## src/rtl/mem_stage_pkg.sv

```systemverilog
// Shared pipeline types for the memory stage: control structs, FSM state, funct3 codes.
// Also holds the store byte-enable helper used by mem_stage.
package mem_stage_pkg;

  typedef struct packed {
    logic       mem_read;
    logic       mem_write;
    logic [2:0] funct3;
  } mem_control_t;

  typedef struct packed {
    logic       reg_write;
    logic [1:0] mem_to_reg;
    logic       jump;
  } wb_control_t;

  typedef enum logic {
    IDLE = 1'b0,
    WAIT = 1'b1
  } mem_state_e;

  localparam logic [2:0] F3_B  = 3'b000;
  localparam logic [2:0] F3_H  = 3'b001;
  localparam logic [2:0] F3_W  = 3'b010;
  localparam logic [2:0] F3_BU = 3'b100;
  localparam logic [2:0] F3_HU = 3'b101;

  // Low address bits beyond the access size are ignored (SH at offset 3 uses half 1).
  function automatic logic [3:0] store_be(input logic [2:0] funct3, input logic [1:0] off);
    logic [3:0] be;
    case (funct3[1:0])
      2'b00:   be = 4'b0001 << off;
      2'b01:   be = 4'b0011 << {off[1], 1'b0};
      default: be = 4'b1111;
    endcase
    return be;
  endfunction

endpackage

```

## src/rtl/mem_stage_if.sv

```systemverilog
// Data-memory request/acknowledge port between mem_stage (master) and the memory (slave).
// Handshake: master holds dmem_req with stable we/addr/be/wdata until the cycle dmem_ack is
// high; that cycle completes the access and dmem_rdata is valid in it. Ack without req is ignored.
interface mem_stage_if #(
  parameter int ADDR_W = 32
);
  logic              dmem_req;
  logic              dmem_we;
  logic [ADDR_W-1:0] dmem_addr;
  logic [31:0]       dmem_wdata;
  logic [3:0]        dmem_be;
  logic              dmem_ack;
  logic [31:0]       dmem_rdata;

  modport master (
    output dmem_req, dmem_we, dmem_addr, dmem_wdata, dmem_be,
    input  dmem_ack, dmem_rdata
  );

  modport slave (
    input  dmem_req, dmem_we, dmem_addr, dmem_wdata, dmem_be,
    output dmem_ack, dmem_rdata
  );
endinterface

```

## src/rtl/mem_stage_load_align.sv

```systemverilog
// Load formatter: picks the addressed byte/half from a read word and sign- or zero-extends it.
// Purely combinational; unknown funct3 codes return the raw word.
module mem_load_align
  import mem_stage_pkg::*;
(
  input  logic [31:0] rdata,
  input  logic [1:0]  off,
  input  logic [2:0]  funct3,
  output logic [31:0] data
);

  logic [7:0]  byte_sel;
  logic [15:0] half_sel;

  always_comb begin
    byte_sel = rdata[8*off +: 8];
    half_sel = off[1] ? rdata[31:16] : rdata[15:0];
    case (funct3)
      F3_B:    data = {{24{byte_sel[7]}}, byte_sel};
      F3_BU:   data = {24'b0, byte_sel};
      F3_H:    data = {{16{half_sel[15]}}, half_sel};
      F3_HU:   data = {16'b0, half_sel};
      F3_W:    data = rdata;
      default: data = rdata;
    endcase
  end

endmodule

```

## src/rtl/mem_stage.sv

```systemverilog
// Memory-access stage with MEM/WB pipeline register; stalls upstream while an access waits for ack.
// Optional macro MEM_MISALIGN_TRAP_EN: flag misaligned H/W accesses via misalign_exc instead of issuing.
module mem_stage
  import mem_stage_pkg::*;
#(
  parameter int XLEN   = 32,
  parameter int ADDR_W = 32
) (
  input  logic              clk,
  input  logic              rst,
  input  logic              in_valid,
  input  logic [XLEN-1:0]   alu_result_in,
  input  logic [XLEN-1:0]   rs2_data_in,
  input  logic [XLEN-1:0]   pc_offset_in,
  input  logic [XLEN-1:0]   immediate_in,
  input  logic [XLEN-1:0]   pc_incr_in,
  input  mem_control_t      mem_ctrl_in,
  input  wb_control_t       wb_ctrl_in,
  input  logic [4:0]        rd_addr_in,
  mem_stage_if.master       dmem,
  output logic              mem_stall,
  output logic              out_valid,
  output logic [XLEN-1:0]   alu_result_out,
  output logic [XLEN-1:0]   data_out,
  output logic [XLEN-1:0]   pc_offset_out,
  output logic [XLEN-1:0]   immediate_out,
  output logic [XLEN-1:0]   pc_incr_out,
  output wb_control_t       wb_ctrl_out,
  output logic [4:0]        rd_addr_out,
`ifdef MEM_MISALIGN_TRAP_EN
  output logic              misalign_exc,
`endif
  output mem_state_e        state_dbg
);

  mem_state_e        state;
  logic [ADDR_W-1:0] cap_addr;
  logic              cap_we;
  logic [3:0]        cap_be;
  logic [XLEN-1:0]   cap_wdata;
  logic [2:0]        cap_funct3;

  logic              mem_op, misaligned, issue, in_wait, is_store, is_load;
  logic [1:0]        off_in;
  logic [3:0]        be_in;
  logic [XLEN-1:0]   wdata_in, load_data;
  logic [ADDR_W-1:0] addr_in;

  assign addr_in  = alu_result_in[ADDR_W-1:0];
  assign off_in   = alu_result_in[1:0];
  assign mem_op   = in_valid & (mem_ctrl_in.mem_read | mem_ctrl_in.mem_write);
  assign is_store = mem_ctrl_in.mem_write;
  assign in_wait  = (state == WAIT);

`ifdef MEM_MISALIGN_TRAP_EN
  assign misaligned = mem_op &
                      (((mem_ctrl_in.funct3[1:0] == 2'b01) & off_in[0]) |
                       ((mem_ctrl_in.funct3[1:0] == 2'b10) & (off_in != 2'b00)));
`else
  assign misaligned = 1'b0;
`endif

  assign issue   = mem_op & ~misaligned;
  assign is_load = in_valid & mem_ctrl_in.mem_read & ~mem_ctrl_in.mem_write & ~misaligned;
  assign be_in   = is_store ? store_be(mem_ctrl_in.funct3, off_in) : 4'b1111;

  always_comb begin
    case (mem_ctrl_in.funct3[1:0])
      2'b00:   wdata_in = {4{rs2_data_in[7:0]}};
      2'b01:   wdata_in = {2{rs2_data_in[15:0]}};
      default: wdata_in = rs2_data_in;
    endcase
  end

  // In WAIT the port is driven only from captured values so it stays stable until ack.
  assign dmem.dmem_req   = ~rst & (in_wait | issue);
  assign dmem.dmem_we    = in_wait ? cap_we : is_store;
  assign dmem.dmem_addr  = in_wait ? {cap_addr[ADDR_W-1:2], 2'b00} : {addr_in[ADDR_W-1:2], 2'b00};
  assign dmem.dmem_be    = in_wait ? cap_be : be_in;
  assign dmem.dmem_wdata = in_wait ? cap_wdata : wdata_in;

  assign mem_stall = ~rst & ((~in_wait & issue & ~dmem.dmem_ack) | (in_wait & ~dmem.dmem_ack));
  assign state_dbg = state;

  mem_load_align u_align (
    .rdata  (dmem.dmem_rdata),
    .off    (in_wait ? cap_addr[1:0] : off_in),
    .funct3 (in_wait ? cap_funct3 : mem_ctrl_in.funct3),
    .data   (load_data)
  );

  always_ff @(posedge clk) begin
    if (rst) begin
      state          <= IDLE;
      cap_addr       <= '0;
      cap_we         <= 1'b0;
      cap_be         <= 4'b0;
      cap_wdata      <= '0;
      cap_funct3     <= 3'b0;
      out_valid      <= 1'b0;
      alu_result_out <= '0;
      data_out       <= '0;
      pc_offset_out  <= '0;
      immediate_out  <= '0;
      pc_incr_out    <= '0;
      wb_ctrl_out    <= '0;
      rd_addr_out    <= 5'b0;
`ifdef MEM_MISALIGN_TRAP_EN
      misalign_exc   <= 1'b0;
`endif
    end else begin
      case (state)
        IDLE: begin
          if (issue & ~dmem.dmem_ack) begin
            state      <= WAIT;
            cap_addr   <= addr_in;
            cap_we     <= is_store;
            cap_be     <= be_in;
            cap_wdata  <= wdata_in;
            cap_funct3 <= mem_ctrl_in.funct3;
          end
        end
        WAIT: begin
          if (dmem.dmem_ack) state <= IDLE;
        end
        default: state <= IDLE;
      endcase

      if (!mem_stall) begin
        out_valid             <= in_valid;
        alu_result_out        <= alu_result_in;
        data_out              <= is_load ? load_data : '0;
        pc_offset_out         <= pc_offset_in;
        immediate_out         <= immediate_in;
        pc_incr_out           <= pc_incr_in;
        wb_ctrl_out           <= wb_ctrl_in;
        wb_ctrl_out.reg_write <= wb_ctrl_in.reg_write & in_valid & ~misaligned;
        rd_addr_out           <= rd_addr_in;
`ifdef MEM_MISALIGN_TRAP_EN
        misalign_exc          <= in_valid & misaligned;
`endif
      end else begin
        // Bubble into WB; payload holds, but nothing may be written back.
        out_valid             <= 1'b0;
        wb_ctrl_out.reg_write <= 1'b0;
`ifdef MEM_MISALIGN_TRAP_EN
        misalign_exc          <= 1'b0;
`endif
      end
    end
  end

endmodule

```

## src/flat_wrapper.sv

```systemverilog
// flat-port wrapper written by rule: the top's interface ports become plain ports
module mem_stage_flat import mem_stage_pkg::*;
#(
  parameter int XLEN   = 32,
  parameter int ADDR_W = 32
)
  (clk, rst, in_valid, alu_result_in, rs2_data_in, pc_offset_in, immediate_in, pc_incr_in, mem_ctrl_in, wb_ctrl_in, rd_addr_in, mem_stall, out_valid, alu_result_out, data_out, pc_offset_out, immediate_out, pc_incr_out, wb_ctrl_out, rd_addr_out, state_dbg, dmem_dmem_req, dmem_dmem_we, dmem_dmem_addr, dmem_dmem_wdata, dmem_dmem_be, dmem_dmem_ack, dmem_dmem_rdata);
  mem_stage_if #(.ADDR_W(ADDR_W)) dmem_i ();
  input  logic clk;
  input  logic rst;
  input  logic in_valid;
  input  logic [XLEN-1:0] alu_result_in;
  input  logic [XLEN-1:0] rs2_data_in;
  input  logic [XLEN-1:0] pc_offset_in;
  input  logic [XLEN-1:0] immediate_in;
  input  logic [XLEN-1:0] pc_incr_in;
  input  mem_control_t mem_ctrl_in;
  input  wb_control_t wb_ctrl_in;
  input  logic [4:0] rd_addr_in;
  output logic mem_stall;
  output logic out_valid;
  output logic [XLEN-1:0] alu_result_out;
  output logic [XLEN-1:0] data_out;
  output logic [XLEN-1:0] pc_offset_out;
  output logic [XLEN-1:0] immediate_out;
  output logic [XLEN-1:0] pc_incr_out;
  output wb_control_t wb_ctrl_out;
  output logic [4:0] rd_addr_out;
  output mem_state_e state_dbg;
  output wire logic [$bits(dmem_i.dmem_req)-1:0] dmem_dmem_req;
  output wire logic [$bits(dmem_i.dmem_we)-1:0] dmem_dmem_we;
  output wire logic [$bits(dmem_i.dmem_addr)-1:0] dmem_dmem_addr;
  output wire logic [$bits(dmem_i.dmem_wdata)-1:0] dmem_dmem_wdata;
  output wire logic [$bits(dmem_i.dmem_be)-1:0] dmem_dmem_be;
  input wire logic [$bits(dmem_i.dmem_ack)-1:0] dmem_dmem_ack;
  input wire logic [$bits(dmem_i.dmem_rdata)-1:0] dmem_dmem_rdata;
  assign dmem_dmem_req = dmem_i.dmem_req;
  assign dmem_dmem_we = dmem_i.dmem_we;
  assign dmem_dmem_addr = dmem_i.dmem_addr;
  assign dmem_dmem_wdata = dmem_i.dmem_wdata;
  assign dmem_dmem_be = dmem_i.dmem_be;
  assign dmem_i.dmem_ack = dmem_dmem_ack;
  assign dmem_i.dmem_rdata = dmem_dmem_rdata;
  mem_stage #(.XLEN(XLEN), .ADDR_W(ADDR_W)) u_core (.clk(clk), .rst(rst), .in_valid(in_valid), .alu_result_in(alu_result_in), .rs2_data_in(rs2_data_in), .pc_offset_in(pc_offset_in), .immediate_in(immediate_in), .pc_incr_in(pc_incr_in), .mem_ctrl_in(mem_ctrl_in), .wb_ctrl_in(wb_ctrl_in), .rd_addr_in(rd_addr_in), .dmem(dmem_i), .mem_stall(mem_stall), .out_valid(out_valid), .alu_result_out(alu_result_out), .data_out(data_out), .pc_offset_out(pc_offset_out), .immediate_out(immediate_out), .pc_incr_out(pc_incr_out), .wb_ctrl_out(wb_ctrl_out), .rd_addr_out(rd_addr_out), .state_dbg(state_dbg));
endmodule
```

## config.mk

```make
export PLATFORM = sky130hd
export DESIGN_NAME = mem_stage_flat
export DESIGN_NICKNAME = d
export VERILOG_FILES = /design/src/rtl/mem_stage_pkg.sv /design/src/rtl/mem_stage_if.sv /design/src/rtl/mem_stage_load_align.sv /design/src/rtl/mem_stage.sv /design/src/flat_wrapper.sv
export SDC_FILE = /design/constraint.sdc
export NUM_CORES = 1
export LEC_CHECK = 0
export BUFFER_PORTS_ARGS = -buffer_cell sky130_fd_sc_hd__buf_2
export CAP_MARGIN = 30
export CORE_AREA = 4 4 175 177
export CTS_CLUSTER_DIAMETER = 200
export DETAILED_ROUTE_END_ITERATION = 6
export DIE_AREA = 0 0 179 181
export GPL_TIMING_DRIVEN = 0
export PLACE_DENSITY = 0.59
export SYNTH_ARGS = -nofsm -noshare
export SYNTH_HDL_FRONTEND = slang
export SYNTH_SLANG_ARGS = --single-unit
```

## constraint.sdc

```tcl
create_clock -name clk -period 2.7 [get_ports clk]
set_input_delay 0.27 -clock clk [delete_from_list [all_inputs] [get_ports clk]]
set_output_delay 0.27 -clock clk [all_outputs]
set_load 0.005 [all_outputs]
```

# Word level (Yosys, flattened, before mapping)
# Cells that the tools add are included.
# W data, S select, Z words.
# totals
register_bits	243
input_bits	210
output_inout_bits	242
word_cells	59
# classes
n_eq_ne	4
n_shift	3
mux	15
bitwise_logic	17
reduce_logical	4
# ops
cell	count
$pmux W32 S4	1
$mux W32	3
$pmux W32 S2	1
$shiftx A32 B6 Y8	1
$mux W16	1
$and A1 B1 Y1	10
$mux W4	2
$pmux W4 S2	1
$eq A3 B3 Y1 const B	2
$not A1 Y1	4
$shl A1 B2 Y4 const A	1
$shl A2 B2 Y4 const A	1
$eq A3 B1 Y1 const B	1
$logic_not A3 Y1	1
$mux W1	3
$mux W3	1
$or A1 B1 Y1	3
$eq A2 B1 Y1 const B	1
$logic_not A2 Y1	1
$mux W2	1
$pmux W1 S2	1
$reduce_and A2 Y1	1
$reduce_or A2 Y1	1

# Depth between registers and ports, before layout
# Gate-level depths: netlist (run 1).
# logic_depth
ltp_word	7
ltp_mapped	8

# Hierarchy
# From an unflattened synthesis (run 1), not the netlist that was laid out.
# unflattened
cells_unflattened	948
hier_area_um2	10044.6
# by_module_without_submodules
module	n_inst	cells_each	area_per_inst_um2	seq_area_each_um2
mem_stage	1	852	9198.8	4864.7
mem_load_align	1	96	845.8	0.0

# Worst setup path before layout (run 1)
# OpenSTA, ideal clock, no wires.
# synth_path
kind	register to register
from	reg u_core.state, in the netlist u_core.state_dbg
to	reg u_core.data_out[21]
arrival_ns	1.801
t_required_ns	2.578
slack_ns	0.777
path_stages_with_launch	7
cell_sequence	dfxtp_1 -> buf_6 -> mux2i_1 -> mux2_2 -> mux2i_2 -> buf_2 -> o21ai_1
# synth_between
elab_chain_cells	5
elab_cells_between_ends	16
cone_classes	eq/ne: 3; shift: 1; mux: 5; bitwise: 6; reduce/logical: 1
# synth_lines
item	line	rtl
start: declaration	mem_stage.sv:36	mem_state_e state;
start signal: assignment	mem_stage.sv:94	state <= IDLE;
start signal: assignment	mem_stage.sv:115	state <= WAIT;
start signal: assignment	mem_stage.sv:124	if (dmem.dmem_ack) state <= IDLE;
parallel branches: the longest is 5 deep, another holds $shiftx A32 B6 Y8	--	
end signal: assignment	mem_stage.sv:132	data_out <= is_load ? load_data : '0;
end: declaration	mem_stage.sv:24	output logic [XLEN-1:0] data_out,
# Parallel ways; which one is timed is not known.
# A chain may end at the register's enable or synchronous reset.

# Final worst setup path (run 1)
# layout_path
from	reg u_core.state, in the netlist u_core.state_dbg
to	out mem_stall
# layout_between
elab_chain_cells	5
elab_cells_between_ends	6
cone_classes	bitwise: 6
# layout_lines
item	line	rtl
$not A1 Y1	mem_stage.sv:82	assign mem_stall = ~rst & ((~in_wait & issue & ~dmem.dmem_ack) | (in_wait & ~dmem.dmem_ack));
$and A1 B1 Y1 (2 in a row)	mem_stage.sv:82	
$or A1 B1 Y1 (*)	mem_stage.sv:82	
$and A1 B1 Y1 (*)	mem_stage.sv:82	
end: declaration	flat_wrapper.sv:20	output logic mem_stall;
# Every way passes the cells marked *; elsewhere a longest branch is shown, timed or not.

==> flow_summary.toml, run 1 <==
[floorplan]
initial_core_util_pct = 34.4
io_pins = 452
die_w_um = 179
rows = 63
dieArea_sq_um = 32400
core_sq_um = 29200
die_h_um = 181

[setup_path]
crit_path_cell_trace = "buf_6 -> buf_2 -> inv_2 -> a211oi_2 -> clkbuf_2 -> buf_2"
slowest_delay_ns = 0.37
crit_fanout = 10
cp.required_ns = 2.43
cpMostUsedCell = "buf_2"
ff2ff_path_depth = 6
start_kind = "flop"
endpoint_kind = "output port"
slowest_stage = "a211oi_2"
arrival_ns = 2.28
path_class = "flop to output port"

[synth]
synth_cell_types = 46
synthCells = 1222
synth.cell_area_sq_um = 10100
yosys.cell_count.top_type = "nand2_1"
syn_avg_cell_area_sq_um = 8.24
synth_top_area_share_pct = 48.3
synth_edf_count = 0
synth_ff_type = "dfxtp_1"
ys_warn_count = 0
synthTopCellsByCount = "nand2_1 (418), dfxtp_1 (243), a21oi_1 (198)"
synth_area_leader_cell = "dfxtp_1"
yosys-top-cells-area = "dfxtp_1 (48%), nand2_1 (16%), a21oi_1 (9.8%)"
yosysSeqAreaShare_pct = 48.3
async_flop_share_pct = 0
synth-seq-cells = 243

[global_route]
antenna_found_initial = 2
overflow = 0
grt_max_degree = 14
grt_usage_pct = 23.8
grt_pass1_vias = 11000
grt_pass1_wl_mm = 61.6

[clock_network]
cts.sinks = 243
insertion_delay_ns = 0.53
cts_buffers = 27
clk_pin_slew_ns = 0.06
post-cts-setup-buffer-count = 0
cts_tree = "done"
clockBufferDepth = 3
h-tree-depth = 1
cts_root_buf = "clkbuf_16"

[placed_design]
placed_area_sq_um = 12800
post-place-ws_ns = 0.0933
dp_hpwl_mm = 29.5
port_buffers = 448
place_congestion = 0.880

[drt]
wire_per_inst_um = 17.9
antenna_left = 0
first_pass_iters = 6
viasPerCell = 4.90
drc = 0
wl_mm = 40.5
drt_first_iter_violations = 636
vias = 11100

[sta]
setup_violations = 0
finClkSkew_ns = 0.00704
grt_setup_unrepaired = "no"
finalWorstSetupSlack_ns = 0.151
hold_violations = 0
tightest_slew_ns = 0.901
period_needed_ns = 2.55
fin_crit_sh_pct = 94.4
slew_headroom_pct = 39.9
maxSlewViolCount = 0
fmax_ghz = 0.392
holdWs_ns = 0.0193

[flow_run]
maxCapViolations = 0

[finish]
fillers = 2748
layout-drive-gt1-share_pct = 33.3
syn2layout_area_growth_pct = 51.3
fin_area_sq_um = 15200
fin_nets = 2062
multi_input_area_sq_um = 4790
ff_latch_area_sq_um = 4860

[min_path]
min_path_cells = 3
hold_class = "input pin to flop"

[power_and_ir_drop]
swShare_pct = 26.4
power.switching_mw = 2.39
clockPowerShare_pct = 40.8
power_density_nw_per_um2 = 593
leakagePower_nw = 6.95
combPwrFrac_pct = 16.3
vdd_drop_max_uv = 383
p_seq_share_pct = 42.9
cellInternalPower_mw = 6.65
power.total_mw = 9.04

[run_status]
outcome = "finished clean"
-- state kept, by name, indices dropped and copies added (netlist names) --
name and count:
u_core.pc_offset_out 32, u_core.cap_we 1, u_core.alu_result_out 32, u_core.cap_funct3 3, u_core.data_out 32, u_core.out_valid 1
u_core.cap_be 4, u_core.immediate_out 32, u_core.rd_addr_out 5, u_core.wb_ctrl_out 4, u_core.cap_wdata 32, u_core.state_dbg 1
u_core.pc_incr_out 32, u_core.cap_addr 32
-- cell families after synthesis --
| family | Yosys count | share of synthesized area [%] |
|---|---|---|
| buffers and inverters | 101 | 4.26 |
| other | 1 | 0.0372 |
| flip-flops | 243 | 48.3 |
| AO/OA/AOI/OAI | 291 | 16.3 |
| AND/OR/NAND/NOR | 473 | 18.6 |
| multiplexers | 113 | 12.5 |
-- critical path: cells and delay by family (launching register included) --
kind	cells	cell delay, ns
buffers and inverters	5	1.03
AOI/OAI and AO/OA	1	0.37
DFF	1	0.34
-- final timing paths --
path	start	end	slack, ns
max	u_core.state_dbg$_SDFF_PP0_	mem_stall	0.15
min	alu_result_in[5]	u_core.cap_addr[5]$_SDFFE_PP0P_	0.02
max reg2reg	u_core.state_dbg$_SDFF_PP0_	u_core.data_out[23]$_SDFFE_PP0N_	0.40
min reg2reg	u_core.alu_result_out[22]$_SDFFE_PP0N_	u_core.alu_result_out[22]$_SDFFE_PP0N_	0.45
-- metal layers --
metal	GRT usage [%]	share of wire [%]	vias up	wire (um)
li1	-	-	5407	-
met1	28.3	40	5181	16400
met2	42.1	49	425	19800
met3	5.29	7.3	85	2960
met4	7.68	3.3	2	1350
met5	0	0.032	-	13
-- area by class of cell --
type | instances | area share, %
Antenna cell | 1 | 0.0164
Buffer | 94 | 2.72
Clock buffer | 41 | 5.37
Clock inverter | 8 | 0.468
Inverter | 7 | 0.172
Multi-Input combinational cell | 879 | 31.4
Sequential cell | 243 | 31.9
Tap cell | 390 | 3.20
Timing Repair Buffer | 600 | 24.7
-- placed cells by master, fill, tap and decap left out, types with 4 or more instances in the layout --
cell type	instances
buf_4	4
o21ai_1	10
o221ai_1	7
o211ai_1	6
dlygate4sd3_1	151
mux2i_1	23
buf_1	6
a21oi_1	198
o21ai_0	24
nand2_1	418
clkbuf_16	27
clkinv_2	5
clkbuf_2	6
inv_1	6
a32oi_1	4
nand3_1	4
nor3_1	7
nand4_1	11
clkbuf_8	9
nor2_1	21
dfxtp_1	243
mux2_2	86
buf_2	474
a22oi_1	16
clkbuf_1	57
-- power groups by stage --
stage / Combinational, mW / Clock [mW] / Sequential, mW
final: 1.47 / 3.68 / 3.88
after global routing: 1.62 / 3.92 / 3.90
after CTS: 1.47 / 3.77 / 3.88
after detailed placement: 1.29 / 0 / 3.95
after global placement: 1.28 / 0 / 3.95
after floorplan: 0.615 / 0 / 3.96
-- per-stage QoR --
stage / setup TNS [ns] / cells / util, %
finish: 0 / 2263 / 52.1
detailed placement: 0 / 2061 / 43.8
CTS: 0 / 2261 / 52.1
floorplan: 0 / 1223 / -
global route: 0 / 2263 / 52.1
global placement: -0.977 / 2061 / 43.8
-- repair_timing --
item                                    CTS  global route
hold buffers                            151             0
pin swaps                                 0             0
endpoints found under the hold margin   174             0
gates cloned                              0             0
endpoints found under the setup margin   45            95
resized for setup                         8             4
Note: power is estimated with default switching activity, not from simulation.
==> run 2: changes to the inputs <==
--- a/config.mk
+++ b/config.mk
@@ -7,12 +7,12 @@
 export LEC_CHECK = 0
 export BUFFER_PORTS_ARGS = -buffer_cell sky130_fd_sc_hd__buf_2
 export CAP_MARGIN = 30
-export CORE_AREA = 4 4 175 177
+export CORE_AREA = 4 4 172 174
 export CTS_CLUSTER_DIAMETER = 200
 export DETAILED_ROUTE_END_ITERATION = 6
-export DIE_AREA = 0 0 179 181
+export DIE_AREA = 0 0 176 178
 export GPL_TIMING_DRIVEN = 0
-export PLACE_DENSITY = 0.59
+export PLACE_DENSITY = 0.61
 export SYNTH_ARGS = -nofsm -noshare
 export SYNTH_HDL_FRONTEND = slang
 export SYNTH_SLANG_ARGS = --single-unit
==> flow_summary.toml, run 2 (synthesized netlist as in run 1, its figures left out) <==
[floorplan]
dieArea_sq_um = 31300
die_w_um = 176
io_pins = 452
die_h_um = 178
core_sq_um = 27800
rows = 61
initial_core_util_pct = 36.3

[clock_network]
clk_pin_slew_ns = 0.06
cts_root_buf = "clkbuf_16"
post-cts-setup-buffer-count = 0
clockBufferDepth = 3
h-tree-depth = 1
insertion_delay_ns = 0.54
cts_buffers = 27
cts.sinks = 243
cts_tree = "done"

[sta]
hold_violations = 0
grt_setup_unrepaired = "no"
slew_headroom_pct = 34.8
finClkSkew_ns = 0.00974
fin_crit_sh_pct = 94.5
period_needed_ns = 2.55
finalWorstSetupSlack_ns = 0.149
tightest_slew_ns = 0.978
maxSlewViolCount = 0
fmax_ghz = 0.392
setup_violations = 0

[finish]
layout.cells.non_filler = 2264
fin_area_sq_um = 15300
layout-drive-gt1-share_pct = 32.7
final_common_cell = "buf_2"
syn2layout_area_growth_pct = 52.2
multi_input_area_sq_um = 4790
final_cell_mix = "buf_2 (474), nand2_1 (418), dfxtp_1 (243), a21oi_1 (198), dlygate4sd3_1 (164)"
ff_latch_area_sq_um = 4860
fillers = 2584
post-route-util_pct = 55.2
fin_nets = 2076

[placed_design]
post-place-ws_ns = 0.195
dp_hpwl_mm = 29.3
placed_area_sq_um = 12800
place_congestion = 0.893
numPlacedInstances = 2050
port_buffers = 448

[setup_path]
endpoint_kind = "output port"
reg2reg_from = "u_core.state_dbg$_SDFF_PP0_"
arrival_ns = 2.28
crit_fanout = 10
reg2reg_setup_slack_ns = 0.23
startpoint = "u_core.state_dbg$_SDFF_PP0_"
path_class = "flop to output port"
start_kind = "flop"
cp.required_ns = 2.43

[power_and_ir_drop]
swShare_pct = 26.2
leakagePower_nw = 6.98
clockPowerShare_pct = 40.2
combPwrFrac_pct = 16.6
cellInternalPower_mw = 6.63
vdd_drop_max_uv = 441
power_density_nw_per_um2 = 586
p_seq_share_pct = 43.3
power.switching_mw = 2.35

[global_route]
grt_pass1_vias = 11400
antenna_found_initial = 2
grt_max_degree = 14
grt_pass1_wl_mm = 62.2
grt_usage_pct = 24.7
overflow = 0

[drt]
antenna_left = 0
vias = 11200
wl_mm = 41.1
drt_first_iter_violations = 650
drc = 0
first_pass_iters = 5
wire_per_inst_um = 18.2
viasPerCell = 4.94

[min_path]
hold_class = "input pin to flop"
hold_path_startpoint = "alu_result_in[2]"

[run_status]
outcome = "finished clean"

[flow_run]
maxCapViolations = 0
[run 2: timing repair]
action / in CTS / in global routing
hold buffers: 164 / 0
endpoints found under the hold margin: 189 / 0
endpoints found under the setup margin: 30 / 30
resized for setup: 6 / 5
pin swaps: 0 / 0
[run 2: critical path, cell delays in order (launching register included)]
cell and delay [ns]:
dfxtp_1 0.35, buf_6 0.16, buf_2 0.24, inv_2 0.14, a211oi_2 0.38, clkbuf_2 0.32
buf_2 0.16
[run 2: power by group through the flow]
stage                     sequential, mW  combinational [mW]  clock, mW
after floorplan                     3.96               0.615          0
after CTS                           3.88                1.48       3.71
final                               3.88                1.49       3.61
after detailed placement            3.96                1.28          0
after global routing                3.90                1.63       3.85
after global placement              3.95                1.27          0
[run 2: final timing paths]
kind	endpoint	depth (start not counted)
worst min-delay path	u_core.cap_addr[2]$_SDFFE_PP0P_	3
worst min register to register	u_core.alu_result_out[17]$_SDFFE_PP0N_	2
worst max register to register	u_core.immediate_out[12]$_SDFFE_PP0N_	8
worst max-delay path	mem_stall	6
[run 2: through the flow]
step | hold slack [ns] | power, mW | setup TNS, ns
after floorplan | 0.343 | 4.57 | 0
after CTS | 0.00420 | 9.06 | 0
after detailed placement | 0.440 | 5.24 | 0
final | 0.0282 | 8.98 | 0
after global placement | 0.435 | 5.22 | -0.0443
after global routing | 0.0211 | 9.38 | 0
[run 2: metal layers]
layer  global-route usage (%)  routed length, um  share of wire [%]
met4                     9.52               1680                4.1
met5                        0                  0                  0
met1                     29.3              16400                 40
met2                     43.6              20000                 49
met3                     5.79               3000                7.3
[run 2: area by class of cell]
class                      count  area share, %
buffer                        94           2.69
antenna                        4         0.0653
tap                          378           3.08
inverter                       7          0.171
multi-input combinational    879           31.2
clock inverter                 3          0.302
timing repair buffer         614           25.4
clock buffer                  42           5.30
sequential                   243           31.7
==> run 3: changes to the inputs <==
--- a/config.mk
+++ b/config.mk
@@ -7,12 +7,12 @@
 export LEC_CHECK = 0
 export BUFFER_PORTS_ARGS = -buffer_cell sky130_fd_sc_hd__buf_2
 export CAP_MARGIN = 30
-export CORE_AREA = 4 4 172 174
+export CORE_AREA = 4 4 175 177
 export CTS_CLUSTER_DIAMETER = 200
 export DETAILED_ROUTE_END_ITERATION = 6
-export DIE_AREA = 0 0 176 178
+export DIE_AREA = 0 0 179 181
 export GPL_TIMING_DRIVEN = 0
-export PLACE_DENSITY = 0.61
+export PLACE_DENSITY = 0.71
 export SYNTH_ARGS = -nofsm -noshare
 export SYNTH_HDL_FRONTEND = slang
 export SYNTH_SLANG_ARGS = --single-unit
==> flow_summary.toml, run 3 (synthesized netlist as in run 1, its figures left out) <==
[placed_design]
port_buffers = 448
place_congestion = 0.890
dp_hpwl_mm = 29.1
placed_area_sq_um = 12800
post-place-ws_ns = -0.0398

[clock_network]
cts_root_buf = "clkbuf_16"
cts.sinks = 243
insertion_delay_ns = 0.54
clockBufferDepth = 3
cts_tree = "done"
h-tree-depth = 1
clk_pin_slew_ns = 0.07
cts_buffers = 27

[power_and_ir_drop]
vdd_drop_max_uv = 394
clockPowerShare_pct = 40.9
combPwrFrac_pct = 16.4
swShare_pct = 26.3
leakagePower_nw = 6.93
power_density_nw_per_um2 = 598
p_seq_share_pct = 42.7
cellInternalPower_mw = 6.70
power.total_mw = 9.09
power.switching_mw = 2.39

[floorplan]
rows = 63
die_w_um = 179
io_pins = 452
core_sq_um = 29200
initial_core_util_pct = 34.4
dieArea_sq_um = 32400
die_h_um = 181

[setup_path]
crit_cells = 6
slowest_stage = "dfxtp_1"
cp_num_buf_inv = 5
cpMostUsedCell = "buf_2"
path_class = "flop to output port"
slowest_delay_ns = 0.35
ff2ff_path_depth = 8
endpoint_kind = "output port"
start_kind = "flop"
cp.required_ns = 2.43
crit_path_cell_trace = "buf_6 -> buf_2 -> inv_2 -> a211oi_2 -> buf_2 -> buf_2"
arrival_ns = 2.28
critPathTopFamily = "buffers and inverters"
crit_fanout = 10

[finish]
final_common_cell = "buf_2"
layout-drive-gt1-share_pct = 33.2
fin_nets = 2058
post-route-util_pct = 52.0
fin_area_sq_um = 15200
final_cell_mix = "buf_2 (476), nand2_1 (418), dfxtp_1 (243), a21oi_1 (198), dlygate4sd3_1 (147)"
syn2layout_area_growth_pct = 50.9

[sta]
fin_crit_sh_pct = 94.3
period_needed_ns = 2.55
tightest_slew_ns = 0.884
setup_violations = 0
slew_headroom_pct = 41.0
finalWorstSetupSlack_ns = 0.153
fmax_ghz = 0.393
maxSlewViolCount = 0
finClkSkew_ns = 0.0131
holdWs_ns = 0.0126
hold_violations = 0
grt_setup_unrepaired = "no"

[global_route]
grt_usage_pct = 24.0
overflow = 0
grt_pass1_vias = 11600
antenna_found_initial = 2
grt_pass1_wl_mm = 62.5
grt_max_degree = 14

[drt]
antenna_left = 0
wl_mm = 41.6
first_pass_iters = 5
drt_first_iter_violations = 660
viasPerCell = 5.12
drc = 0
vias = 11600
wire_per_inst_um = 18.4

[flow_run]
maxCapViolations = 0

[run_status]
outcome = "finished clean"

[min_path]
min_path_cells = 3
hold_class = "input pin to flop"
run 3: final cells by class:
class | count | area, sq um
fill | 2700 | 14000
sequential | 243 | 4860
multi-input combinational | 879 | 4790
timing repair buffer | 596 | 3720
clock buffer | 43 | 806
tap | 390 | 488
buffer | 94 | 414
clock inverter | 7 | 91.3
inverter | 7 | 26.3
antenna | 1 | 2.50
run 3: worst min-delay path, stage by stage:
cell and delay (ns):
buf_2 0.13, nand2_1 0.06, a21oi_1 0.05
run 3: metrics by stage:
step | cells | setup TNS, ns
after floorplan | 1223 | 0
after global placement | 2061 | -0.449
after detailed placement | 2061 | -0.186
after CTS | 2258 | -0.557
after global routing | 2260 | 0
final | 2260 | 0
run 3: layer usage:
metal	vias to the layer above	share of wire [%]	GRT usage, %
li1	5408	-	-
met1	5404	39	28.0
met2	609	48	42.2
met3	149	8.6	5.50
met4	0	4.6	9.82
met5	-	0	0
run 3: what timing repair did:
item                                   4_1_cts  5_1_grt
setup endpoints to repair                  115       15
hold buffers                               147        0
cloned                                       0        0
buffers inserted                             0        0
endpoints found under the hold margin      170        0
gates resized for setup                      7        6
pin swaps                                    0        0
run 3: worst paths after layout:
kind / end / from / slack (ns)
hold reg to reg: u_core.immediate_out[13]$_SDFFE_PP0N_ / u_core.immediate_out[13]$_SDFFE_PP0N_ / 0.45
hold / removal: u_core.cap_addr[8]$_SDFFE_PP0P_ / alu_result_in[8] / 0.01
setup reg to reg: u_core.pc_incr_out[20]$_SDFFE_PP0N_ / u_core.state_dbg$_SDFF_PP0_ / 0.27
setup / recovery: mem_stall / u_core.state_dbg$_SDFF_PP0_ / 0.15
run 3: power by group through the flow:
stage               Sequential (mW)  Clock [mW]  Combinational [mW]
CTS                            3.88        3.75                1.46
floorplan                      3.96           0               0.615
finish                         3.88        3.71                1.49
global route                   3.90        3.88                1.62
global placement               3.95           0                1.26
detailed placement             3.95           0                1.28
